### config.mk
export PLATFORM = sky130hd
export DESIGN_NAME = nes_reset_seq_flat
export DESIGN_NICKNAME = d
export VERILOG_FILES = /design/src/rtl/nes_reset_seq_if.sv /design/src/rtl/nes_reset_seq.sv /design/src/flat_wrapper.sv
export SDC_FILE = /design/constraint.sdc
export NUM_CORES = 1
export LEC_CHECK = 0
export CORE_ASPECT_RATIO = 0.7
export CORE_MARGIN = 2
export CORE_UTILIZATION = 46
export CTS_CLUSTER_SIZE = 16
export DETAILED_ROUTE_END_ITERATION = 16
export PLACE_DENSITY = 0.73
export SLEW_MARGIN = 5
export SYNTH_ARGS = -nofsm -noshare
export SYNTH_HDL_FRONTEND = slang
export SYNTH_SLANG_ARGS = --single-unit
### constraint.sdc
create_clock -name clk -period 4.3 [get_ports clk]
set_input_delay 0.645 -clock clk [delete_from_list [all_inputs] [get_ports clk]]
set_output_delay 0.645 -clock clk [all_outputs]
set_load 0.01 [all_outputs]
### src/rtl/nes_reset_seq_if.sv
// nes_reset_seq_if
//   Groups the PLL lock input and the reset / clock-enable outputs of the NES
//   reset sequencer into one bundle.
//   master : the sequencer (reads pll_locked, drives everything else)
//   slave  : the system side (drives pll_locked, consumes resets and enables)
// Signals
//   pll_locked     1  PLL LOCK flag, asynchronous to clk
//   sys_reset      1  active-high reset for memories/PPU/bus
//   cpu_reset      1  active-high reset for the CPU
//   ppu_ce         1  single-cycle PPU clock enable
//   cpu_ce         1  single-cycle CPU clock enable, coincident with a ppu_ce
//   running        1  high only once the full sequence has completed
//   lock_loss_cnt  8  saturating lock-loss event count
//                     (present only when NES_RESET_SEQ_LOSS_CNT_EN is defined)
interface nes_reset_seq_if;
  logic       pll_locked;
  logic       sys_reset;
  logic       cpu_reset;
  logic       ppu_ce;
  logic       cpu_ce;
  logic       running;
`ifdef NES_RESET_SEQ_LOSS_CNT_EN
  logic [7:0] lock_loss_cnt;
`endif

  modport master (
    input  pll_locked,
    output sys_reset, cpu_reset, ppu_ce, cpu_ce, running
`ifdef NES_RESET_SEQ_LOSS_CNT_EN
    , output lock_loss_cnt
`endif
  );

  modport slave (
    output pll_locked,
    input  sys_reset, cpu_reset, ppu_ce, cpu_ce, running
`ifdef NES_RESET_SEQ_LOSS_CNT_EN
    , input lock_loss_cnt
`endif
  );
endinterface

### src/rtl/nes_reset_seq.sv
// nes_reset_seq
//   Reset sequencer and clock-enable generator for the NES core. Waits for the
//   PLL lock flag to be stable for STABLE_CYCLES clocks, releases sys_reset,
//   waits CPU_DELAY more clocks, then releases cpu_reset. PPU/CPU clock enables
//   run from the moment sys_reset drops. Any loss of lock returns to reset.
// Optional feature macro: NES_RESET_SEQ_LOSS_CNT_EN adds the saturating
//   lock_loss_cnt output; without it the port and counter are absent.
// Ports
//   clk    in  system clock (PLL output)
//   reset  in  synchronous, active-high reset
//   bus    nes_reset_seq_if.master (pll_locked in; resets, enables, running out)
// Parameters
//   STABLE_CYCLES  cycles lock must stay high before sys_reset release (>=2)
//   CPU_DELAY      cycles from sys_reset release to cpu_reset release (>=1)
//   PPU_DIV        clk cycles per ppu_ce pulse (>=2)
//   CPU_RATIO      ppu_ce pulses per cpu_ce pulse (>=1)
module nes_reset_seq #(
  parameter int STABLE_CYCLES = 65536,
  parameter int CPU_DELAY     = 16,
  parameter int PPU_DIV       = 4,
  parameter int CPU_RATIO     = 3
) (
  input logic             clk,
  input logic             reset,
  nes_reset_seq_if.master bus
);

  localparam int CNT_MAX = (STABLE_CYCLES > CPU_DELAY) ? STABLE_CYCLES : CPU_DELAY;
  localparam int CNT_W   = $clog2(CNT_MAX) + 1;
  localparam int DIV_W   = $clog2(PPU_DIV);
  localparam int RAT_W   = (CPU_RATIO > 1) ? $clog2(CPU_RATIO) : 1;

  localparam logic [CNT_W-1:0] STABLE_LAST = CNT_W'(STABLE_CYCLES - 1);
  localparam logic [CNT_W-1:0] CPU_LAST    = CNT_W'(CPU_DELAY - 1);
  localparam logic [DIV_W-1:0] DIV_LAST    = DIV_W'(PPU_DIV - 1);
  localparam logic [RAT_W-1:0] RAT_LAST    = RAT_W'(CPU_RATIO - 1);

  typedef enum logic [1:0] {
    WAIT_LOCK,
    STABLE,
    MEM_RUN,
    RUN
  } state_t;

  state_t           state;
  logic [CNT_W-1:0] cnt;
  logic             lock_meta;
  logic             lock_s;
  logic             sys_reset_q;
  logic             cpu_reset_q;
  logic             running_q;
  logic             ce_active;
  logic [DIV_W-1:0] div_cnt;
  logic [RAT_W-1:0] ratio_cnt;
  logic             ppu_hit;
  logic             cpu_hit;

  // Two-flop synchroniser bringing the asynchronous LOCK flag into clk.
  always_ff @(posedge clk) begin
    if (reset) begin
      lock_meta <= 1'b0;
      lock_s    <= 1'b0;
    end else begin
      lock_meta <= bus.pll_locked;
      lock_s    <= lock_meta;
    end
  end

  // ce_active is a registered copy of "state is MEM_RUN or RUN", so the
  // enables drop in the very cycle the FSM leaves those states.
  assign ppu_hit = ce_active && (div_cnt == DIV_LAST);
  assign cpu_hit = ppu_hit && (ratio_cnt == RAT_LAST);

  // Sequencer FSM. Outputs are registered together with the state they
  // belong to. Lock loss is tested before count completion so a simultaneous
  // loss always wins. The enable dividers live here too, because they are
  // advanced and cleared by exactly the same state transitions.
  always_ff @(posedge clk) begin
    if (reset) begin
      state       <= WAIT_LOCK;
      cnt         <= '0;
      sys_reset_q <= 1'b1;
      cpu_reset_q <= 1'b1;
      running_q   <= 1'b0;
      ce_active   <= 1'b0;
      div_cnt     <= '0;
      ratio_cnt   <= '0;
    end else begin
      case (state)
        WAIT_LOCK: begin
          cnt <= '0;
          if (lock_s) begin
            state <= STABLE;
          end
        end

        STABLE: begin
          if (!lock_s) begin
            state <= WAIT_LOCK;
            cnt   <= '0;
          end else if (cnt == STABLE_LAST) begin
            state       <= MEM_RUN;
            cnt         <= '0;
            sys_reset_q <= 1'b0;
            ce_active   <= 1'b1;
          end else begin
            cnt <= cnt + 1'b1;
          end
        end

        MEM_RUN, RUN: begin
          if (!lock_s) begin
            state       <= WAIT_LOCK;
            cnt         <= '0;
            sys_reset_q <= 1'b1;
            cpu_reset_q <= 1'b1;
            running_q   <= 1'b0;
            ce_active   <= 1'b0;
            div_cnt     <= '0;
            ratio_cnt   <= '0;
          end else begin
            // Dividers keep counting across MEM_RUN -> RUN so the enable
            // phase is continuous.
            if (ppu_hit) begin
              div_cnt   <= '0;
              ratio_cnt <= cpu_hit ? '0 : ratio_cnt + 1'b1;
            end else begin
              div_cnt <= div_cnt + 1'b1;
            end
            if (state == MEM_RUN) begin
              if (cnt == CPU_LAST) begin
                state       <= RUN;
                cnt         <= '0;
                cpu_reset_q <= 1'b0;
                running_q   <= 1'b1;
              end else begin
                cnt <= cnt + 1'b1;
              end
            end
          end
        end

        default: begin
          state <= WAIT_LOCK;
        end
      endcase
    end
  end

  assign bus.sys_reset = sys_reset_q;
  assign bus.cpu_reset = cpu_reset_q;
  assign bus.running   = running_q;
  assign bus.ppu_ce    = ppu_hit;
  assign bus.cpu_ce    = cpu_hit;

`ifdef NES_RESET_SEQ_LOSS_CNT_EN
  logic [7:0] loss_cnt;

  // Counts departures from MEM_RUN/RUN caused by lock loss; saturates at 255
  // and is cleared only by reset.
  always_ff @(posedge clk) begin
    if (reset) begin
      loss_cnt <= 8'd0;
    end else if ((state == MEM_RUN || state == RUN) && !lock_s && loss_cnt != 8'hFF) begin
      loss_cnt <= loss_cnt + 8'd1;
    end
  end

  assign bus.lock_loss_cnt = loss_cnt;
`endif

endmodule

### src/flat_wrapper.sv
// flat-port wrapper written by rule: the top's interface ports become plain ports
module nes_reset_seq_flat 
#(
  parameter int STABLE_CYCLES = 65536,
  parameter int CPU_DELAY     = 16,
  parameter int PPU_DIV       = 4,
  parameter int CPU_RATIO     = 3
)
  (clk, reset, bus_pll_locked, bus_sys_reset, bus_cpu_reset, bus_ppu_ce, bus_cpu_ce, bus_running);
  nes_reset_seq_if bus_i ();
  input logic clk;
  input logic reset;
  input wire logic [$bits(bus_i.pll_locked)-1:0] bus_pll_locked;
  output wire logic [$bits(bus_i.sys_reset)-1:0] bus_sys_reset;
  output wire logic [$bits(bus_i.cpu_reset)-1:0] bus_cpu_reset;
  output wire logic [$bits(bus_i.ppu_ce)-1:0] bus_ppu_ce;
  output wire logic [$bits(bus_i.cpu_ce)-1:0] bus_cpu_ce;
  output wire logic [$bits(bus_i.running)-1:0] bus_running;
  assign bus_i.pll_locked = bus_pll_locked;
  assign bus_sys_reset = bus_i.sys_reset;
  assign bus_cpu_reset = bus_i.cpu_reset;
  assign bus_ppu_ce = bus_i.ppu_ce;
  assign bus_cpu_ce = bus_i.cpu_ce;
  assign bus_running = bus_i.running;
  nes_reset_seq #(.STABLE_CYCLES(STABLE_CYCLES), .CPU_DELAY(CPU_DELAY), .PPU_DIV(PPU_DIV), .CPU_RATIO(CPU_RATIO)) u_core (.clk(clk), .reset(reset), .bus(bus_i));
endmodule
# Word level (Yosys, flattened, before mapping)
# Cells that the tools add are included.
# word_totals
wordCells	71
register_bits	29
# op_classes
n_mux	32
addsub	3
reduce_logical	9
n_eq_ne	17
# op_table
cell	n
$mux W17	5
$pmux W17 S3	1
$mux W2	11
$add A17 B1 Y17 const B	1
$eq A17 B16 Y1 const B	1
$eq A17 B4 Y1 const B	1
$mux W1	12
$ne A3 B3 Y1 const B	3
$eq A2 B2 Y1 const B	4
$ne A2 B2 Y1 const B	4
$reduce_and A4 Y1	2
$ne A2 B1 Y1 const B	3
$pmux W2 S3	1
$add A2 B1 Y2 const B	2
$pmux W1 S2	2
$reduce_and A3 Y1	1
$eq A2 B1 Y1 const B	1
$logic_and A1 B1 Y1	2
$logic_not A2 Y1	1
$reduce_and A2 Y1	1
$reduce_bool A2 Y1	1
$reduce_or A2 Y1	1

# Depth between registers and ports, before layout
# logic_depth
ltp_word	6
ltp_mapped	10
depth_no_buf	9

# Worst setup path after synthesis
# No wires, ideal clock.
# synth_path
path_type	register -> register
startpoint	reg u_core.cnt[0]
endpoint	reg u_core.cnt[11]
period_less_slack_ns	2.184
setup_time_ns	0.070
arrival_ns	2.115
path_stages_with_launch	11
path_slack_ns	2.116
cell_sequence	dfxtp_1 ha_1 and3_1 buf_1 and3_1 ha_1 nand4bb_1 a21oi_1 o31ai_2 clkbuf_8 a21oi_1
# synth_via
elab_chain_cells	5
elab_cells_between_ends	9
cone_classes	1 x add/sub; 2 x eq/ne; 6 x mux
# synth_lines
element	line_no	rtl
from (decl)	nes_reset_seq.sv:46	logic [CNT_W-1:0] cnt;
from (signal assigned)	nes_reset_seq.sv:107	cnt <= cnt + 1'b1;
from (signal assigned)	nes_reset_seq.sv:137	cnt <= cnt + 1'b1;
$add A17 B1 Y17 or $eq A17 B4 Y1 (tied branches)	nes_reset_seq.sv:107, nes_reset_seq.sv:137, nes_reset_seq.sv:131	
$mux W17	nes_reset_seq.sv:131	if (cnt == CPU_LAST) begin
$mux W17	nes_reset_seq.sv:130	if (state == MEM_RUN) begin
$mux W17	nes_reset_seq.sv:112	if (!lock_s) begin
$pmux W17 S3 *	nes_reset_seq.sv:89	case (state)
# Every way passes the cells marked *; elsewhere a longest branch is shown, timed or not. The select of a mux whose other input is x is not followed.
# A chain may end at the register's enable or synchronous reset.

# Final worst setup path
# layout_path
startpoint	reg u_core.cnt[4]
endpoint	reg u_core.cnt[6]
# Same word-level chain as after synthesis.

==> impl_metrics.ini <==
[min_path]
hold_class = reg2reg
holdPathStages = 1

[sta]
finalHoldViolations = 0
finalCritPeriodShare_pct = 56.4
fin_worst_skew_ns = 0.00920
finalMaxSlewViolations = 0
tightest_slew_ns = 0.759
setup_viol = 0
timing.fmax_mhz = 413
max_slew_margin_pct = 49.1
tns_ns = 0
rsz0062_at_grt = false
min_period_ns = 2.42

[setup_path]
cpMostUsedCell = and3_1
worstSetupEndpointType = flop
worstPathArrival_ns = 2.56
cp_top_family = simple AND/OR/NAND/NOR gates
crit_slowest_cell = dfxtp_1
crit_chain = nand4_1, nor2_1, and3_1, and3_1, ha_1, nand4bb_1, nor3_1, a31oi_1, o32ai_1
critPathLaunchType = flop
reg2reg_depth = 9
reg2reg_slack_ns = 1.88
cp_max_fo = 8
path_buf_inv = 0
required_ns = 4.43
critPathMaxStageDelay_ns = 0.45
cp_num_cells = 9
path_class = reg2reg

[floorplanning]
fp.dieH_um = 51.5
rows = 17
ioPinCount = 8
coreArea_um2 = 3110
die_w_um = 71.8
initial_core_util_pct = 47.7
die-area_um2 = 3690

[clock_tree]
cts-buffers-inserted = 5
clk_pin_slew_ns = 0.06
clockBufferDepth = 2
cts_num_sinks = 29
cts_tree = done
cts_resized = 0
root_buffer = clkbuf_8
worstSkewPairLatency_ns = 0.28
hold_buffers = 0
cts_post_setup_buffers_inserted = 0
htree_levels = 2

[synth]
yosysSeqAreaShare_pct = 39.2
yosys_warnings = 0
synth.avg_cell_area_um2 = 8.41
synth_flop_cell = dfxtp_1
synth_cells = 176
synth_edf_count = 0
ys_types = 49
synth-async-reset-ratio_pct = 0
synth_area_um2 = 1480
synth.ff_latch_count = 29
syn_nets = 183

[power_and_ir_drop]
powerDensity_nw_per_um2 = 298
ir_worst_vdd_uv = 163
p_leak_nw = 0.530
finalPower_mw = 0.485

[status]
outcome = completed

[global_routing]
grt-ovfl-total = 0
grt_max_degree = 17
grt_use_met2_pct = 25.5
antenna_found_initial = 0
grt_util_met3_pct = 5.72
gr-usage-met1_pct = 25.1
grt_pass1_wl_um = 5180
first_global_vias = 1140
grt.busiest_layer = met2
grt_usage_pct = 18.2

[place]
numPortBuffers = 7
gp_routability_congestion = 0.849
hpwl_um = 2240

[routing]
vias = 1309
viasPerCell = 5.92
drc_errors = 0
ant_nets = 0
drt_pass1_iterations = 4
dr.first_iter.drc_count = 109
wire_per_inst_um = 13.7
wl_um = 3030

[final_layout]
areaGrowthSynthToFinish_pct = 9.97
fin_nets = 189
drive_gt1_share_pct = 7.65
diodes = 0

[run]
drv_cap = 0
==> state kept, by name, indices dropped and copies added (netlist names) <==
name / cells
u_core.ratio_cnt: 2
u_core.div_cnt: 2
u_core.lock_s: 1
u_core.lock_meta: 1
u_core.bus.sys_reset: 1
u_core.state: 2
u_core.bus.cpu_reset: 1
u_core.ce_active: 1
u_core.bus.running: 1
u_core.cnt: 17
==> placed cells by master, fill, tap and decap left out, types with 2 or more instances in the layout <==
master / instances
nor2b_1: 3
nand2_1: 10
nor3_1: 6
clkbuf_8: 5
a31oi_1: 2
nor3b_1: 2
inv_1: 9
ha_1: 4
o21a_1: 2
xnor2_1: 3
clkinv_2: 2
o21ai_0: 5
nand3_2: 2
nor2_1: 20
a21oi_1: 15
nand3_1: 10
nand2b_1: 2
nand4_1: 7
nor4_1: 4
and3_1: 4
and4_1: 2
clkdlybuf4s50_1: 7
dfxtp_1: 29
xor2_1: 5
==> synthesized netlist by cell type, types with 3 or more instances <==
cell type	n	area, um^2
inv_1	9	33.8
nor2_1	20	75.1
xnor2_1	3	26.3
nor2b_1	3	18.8
and3_1	4	25.0
nor3_1	6	30.0
dfxtp_1	29	581
nor4_1	4	25.0
nand2_1	10	37.5
xor2_1	5	43.8
clkbuf_1	3	11.3
nand3_1	10	50.1
o21ai_0	5	25.0
ha_1	4	50.1
a21oi_1	15	75.1
nand4_1	7	43.8
==> power by group <==
group	total (mW)	leakage, nW	internal [mW]	switching [mW]
sequential	0.272	0.234	0.270	0.00219
combinational	0.00722	0.251	0.00328	0.00394
clock	0.205	0.0450	0.112	0.0938
==> cell families (layout without fill, tap and decap cells) <==
group           after synthesis  count (layout)  share of synthesized area [%]
simple gates                 80              80                           30.0
compound gates               36              36                           15.4
flops                        29              29                           39.2
buf+inv                      17              24                           5.83
xor+xnor                      8               8                           4.73
fa+ha+maj                     4               4                           3.38
mux                           2               2                           1.44
==> through the flow <==
stage          utilization, %  hold WS (ns)  setup WS [ns]  std cells  cell area (um^2)
2_1_floorplan               -         0.414           2.12        176              1480
3_3_place_gp             49.8         0.420           2.00        213              1550
3_5_place_dp             49.8         0.457           1.93        213              1550
4_1_cts                  52.4         0.466           1.91        221              1630
5_1_grt                  52.4         0.469           1.63        221              1630
6_report                 52.4         0.464           1.88        221              1630
==> worst paths after layout <==
check / start / to
min: u_core.lock_meta / u_core.lock_s
max: u_core.cnt[4] / u_core.cnt[6]
max reg2reg: u_core.cnt[4] / u_core.cnt[6]
min reg2reg: u_core.lock_meta / u_core.lock_s
==> area by class of cell <==
cell class,count,area [um^2]
Timing Repair Buffer,7,70.1
Inverter,9,33.8
Tap cell,38,47.5
Fill cell,287,1480
Clock inverter,2,10.0
Sequential cell,29,581
Clock buffer,6,72.6
Multi-Input combinational cell,130,813
==> worst register-to-register path, stage by stage (launching register included) <==
cell	delay, ns
dfxtp_1	0.45
nand4_1	0.22
nor2_1	0.22
and3_1	0.19
and3_1	0.16
ha_1	0.23
nand4bb_1	0.30
nor3_1	0.09
a31oi_1	0.28
o32ai_1	0.15
==> per-layer routing <==
metal | wire length [um] | share of wire (%)
met4 | 54 | 1.8
met2 | 1350 | 44
met3 | 152 | 5.0
met5 | 0 | 0
met1 | 1470 | 49
Note: power is estimated with default switching activity, not from simulation.
==> RTL change: new RTL, same flow settings <==
Re-encode `state_t` (4 states) as one-hot, 4 bits wide.
--- a/src/rtl/nes_reset_seq.sv
+++ b/src/rtl/nes_reset_seq.sv
@@ -35,11 +35,11 @@
   localparam logic [DIV_W-1:0] DIV_LAST    = DIV_W'(PPU_DIV - 1);
   localparam logic [RAT_W-1:0] RAT_LAST    = RAT_W'(CPU_RATIO - 1);
 
-  typedef enum logic [1:0] {
-    WAIT_LOCK,
-    STABLE,
-    MEM_RUN,
-    RUN
+  typedef enum logic [3:0] {
+    WAIT_LOCK = 4'b0001,
+    STABLE    = 4'b0010,
+    MEM_RUN   = 4'b0100,
+    RUN       = 4'b1000
   } state_t;
 
   state_t           state;
Function: no difference found for any inputs over 10 cycles, from zero or initial values and one cycle with reset high; not proved beyond that.
==> RTL change against the original RTL <==
Sequential cell count increased by 2; cell area increased by 17%; count of clock-buffer cells in the layout stayed put; total power increased by 11%; global-route usage increased by 1.6 points; clock skew decreased by 0.00069 ns; sequential share of layout area shrank 3.2 points; via count up 19%; routed wire length is 30% higher; area after synthesis rose by 17%; non-clock buffer count is 1 higher; worst setup slack lost 0.88 ns; utilization grew 1.2 points.
==> RTL change: results (changes against the original RTL) <==
| Metric | Value |
|---|---|
| Met1 Use GR | 31.8% (was 25.1%) |
| Largest net degree at the start of global routing | 18 (was 17) |
| CP max-delay cell | or4b_4 (was dfxtp_1) |
| Final GP Congestion | 0.866 (was 0.849) |
| CP Max Fanout | 16 (was 8) |
| Register area | 621 um2 (was 581 um2) |
| Post-DP Area | 0.00182 mm2 (was 0.00155 mm2) |
| R2r setup slk | 1.0 ns (was 1.88 ns) |
| Hold slack | 0.445 ns (was 0.464 ns) |
| Routed WL | 3950 um (was 3030 um) |
| Status | finished clean (unchanged) |
| GR Util met2 | 24.3% (was 25.5%) |
| CP arrival | 3.48 ns (was 2.56 ns) |
| Starting Density | 48.6% (was 47.7%) |
| P_comb | 0.0000135 W (was 0.00000722 W) |
| Fill count | 359 (was 287) |
| First DRT Iteration DRCs | 103 (was 109) |
| Area contributors post-synth | dfxtp_1 (36%), o211ai_1 (4.8%), nand2_1 (4.6%) (was dfxtp_1 (39%), a21oi_1 (5.1%), nor2_1 (5.1%)) |
| Leak pwr | 0.666 nW (was 0.530 nW) |
| Post-Layout Cell Count | 264 (was 221) |
| Max incr delay on CP | 0.60 ns (was 0.45 ns) |
| GR Layer Usage met3 | 4.90% (was 5.72%) |
| R2R Path Start | u_core.cnt[0] (was u_core.cnt[4]) |
| FF-to-FF End | u_core.state[3] (was u_core.cnt[6]) |
| VDD IR max | 213 uV (was 163 uV) |
| Seq/Total Area, Yosys | 35.9% (was 39.2%) |
| Met3 WL | 173 um (was 152 um) |
| Vias in the first global route | 1357 (was 1140) |
| Post-DP HPWL | 2710 um (was 2240 um) |
| Synth cell types | 51 (was 49) |
| Switching portion of total power | 22.1% (was 20.6%) |
| Slew @ Worst Pin | 1.05 ns (was 0.759 ns) |
| Routed via count | 1559 (was 1309) |
| Metal1 wirelength | 2190 um (was 1470 um) |
| Pre-CTS WS | 1.10 ns (was 1.93 ns) |
| Skew final | 0.00851 ns (was 0.00920 ns) |
| Net Count, Synth | 218 (was 183) |
[RTL change: cell type report]
cell class	count	share of cell area, %
Clock buffer	6	4.33
Clock inverter	1	0.262
Inverter	10	1.97
Multi-Input combinational cell	158	53.6
Sequential cell	31	32.5
Tap cell	50	3.28
Timing Repair Buffer	8	4.06
[RTL change: logic make-up after synthesis]
logic type	synth area share, %
muxes	1.16
DFF	35.9
buffers and inverters	4.85
AOI/OAI and AO/OA	25.6
xor gates and xnor gates	1.01
and+or+nand+nor	28.6
adders and majority gates	2.90
[RTL change: how the worst max path moves through the flow]
stage               cells past startpoint              end  slack [ns]           from
floorplan                               9  u_core.state[3]        1.64  u_core.cnt[0]
global placement                        9  u_core.state[3]        1.28  u_core.cnt[0]
detailed placement                      9  u_core.state[3]        1.10  u_core.cnt[0]
CTS                                     9  u_core.state[3]        1.05  u_core.cnt[0]
global route                           10   u_core.cnt[15]        0.76  u_core.cnt[0]
finish                                  9  u_core.state[3]         1.0  u_core.cnt[0]
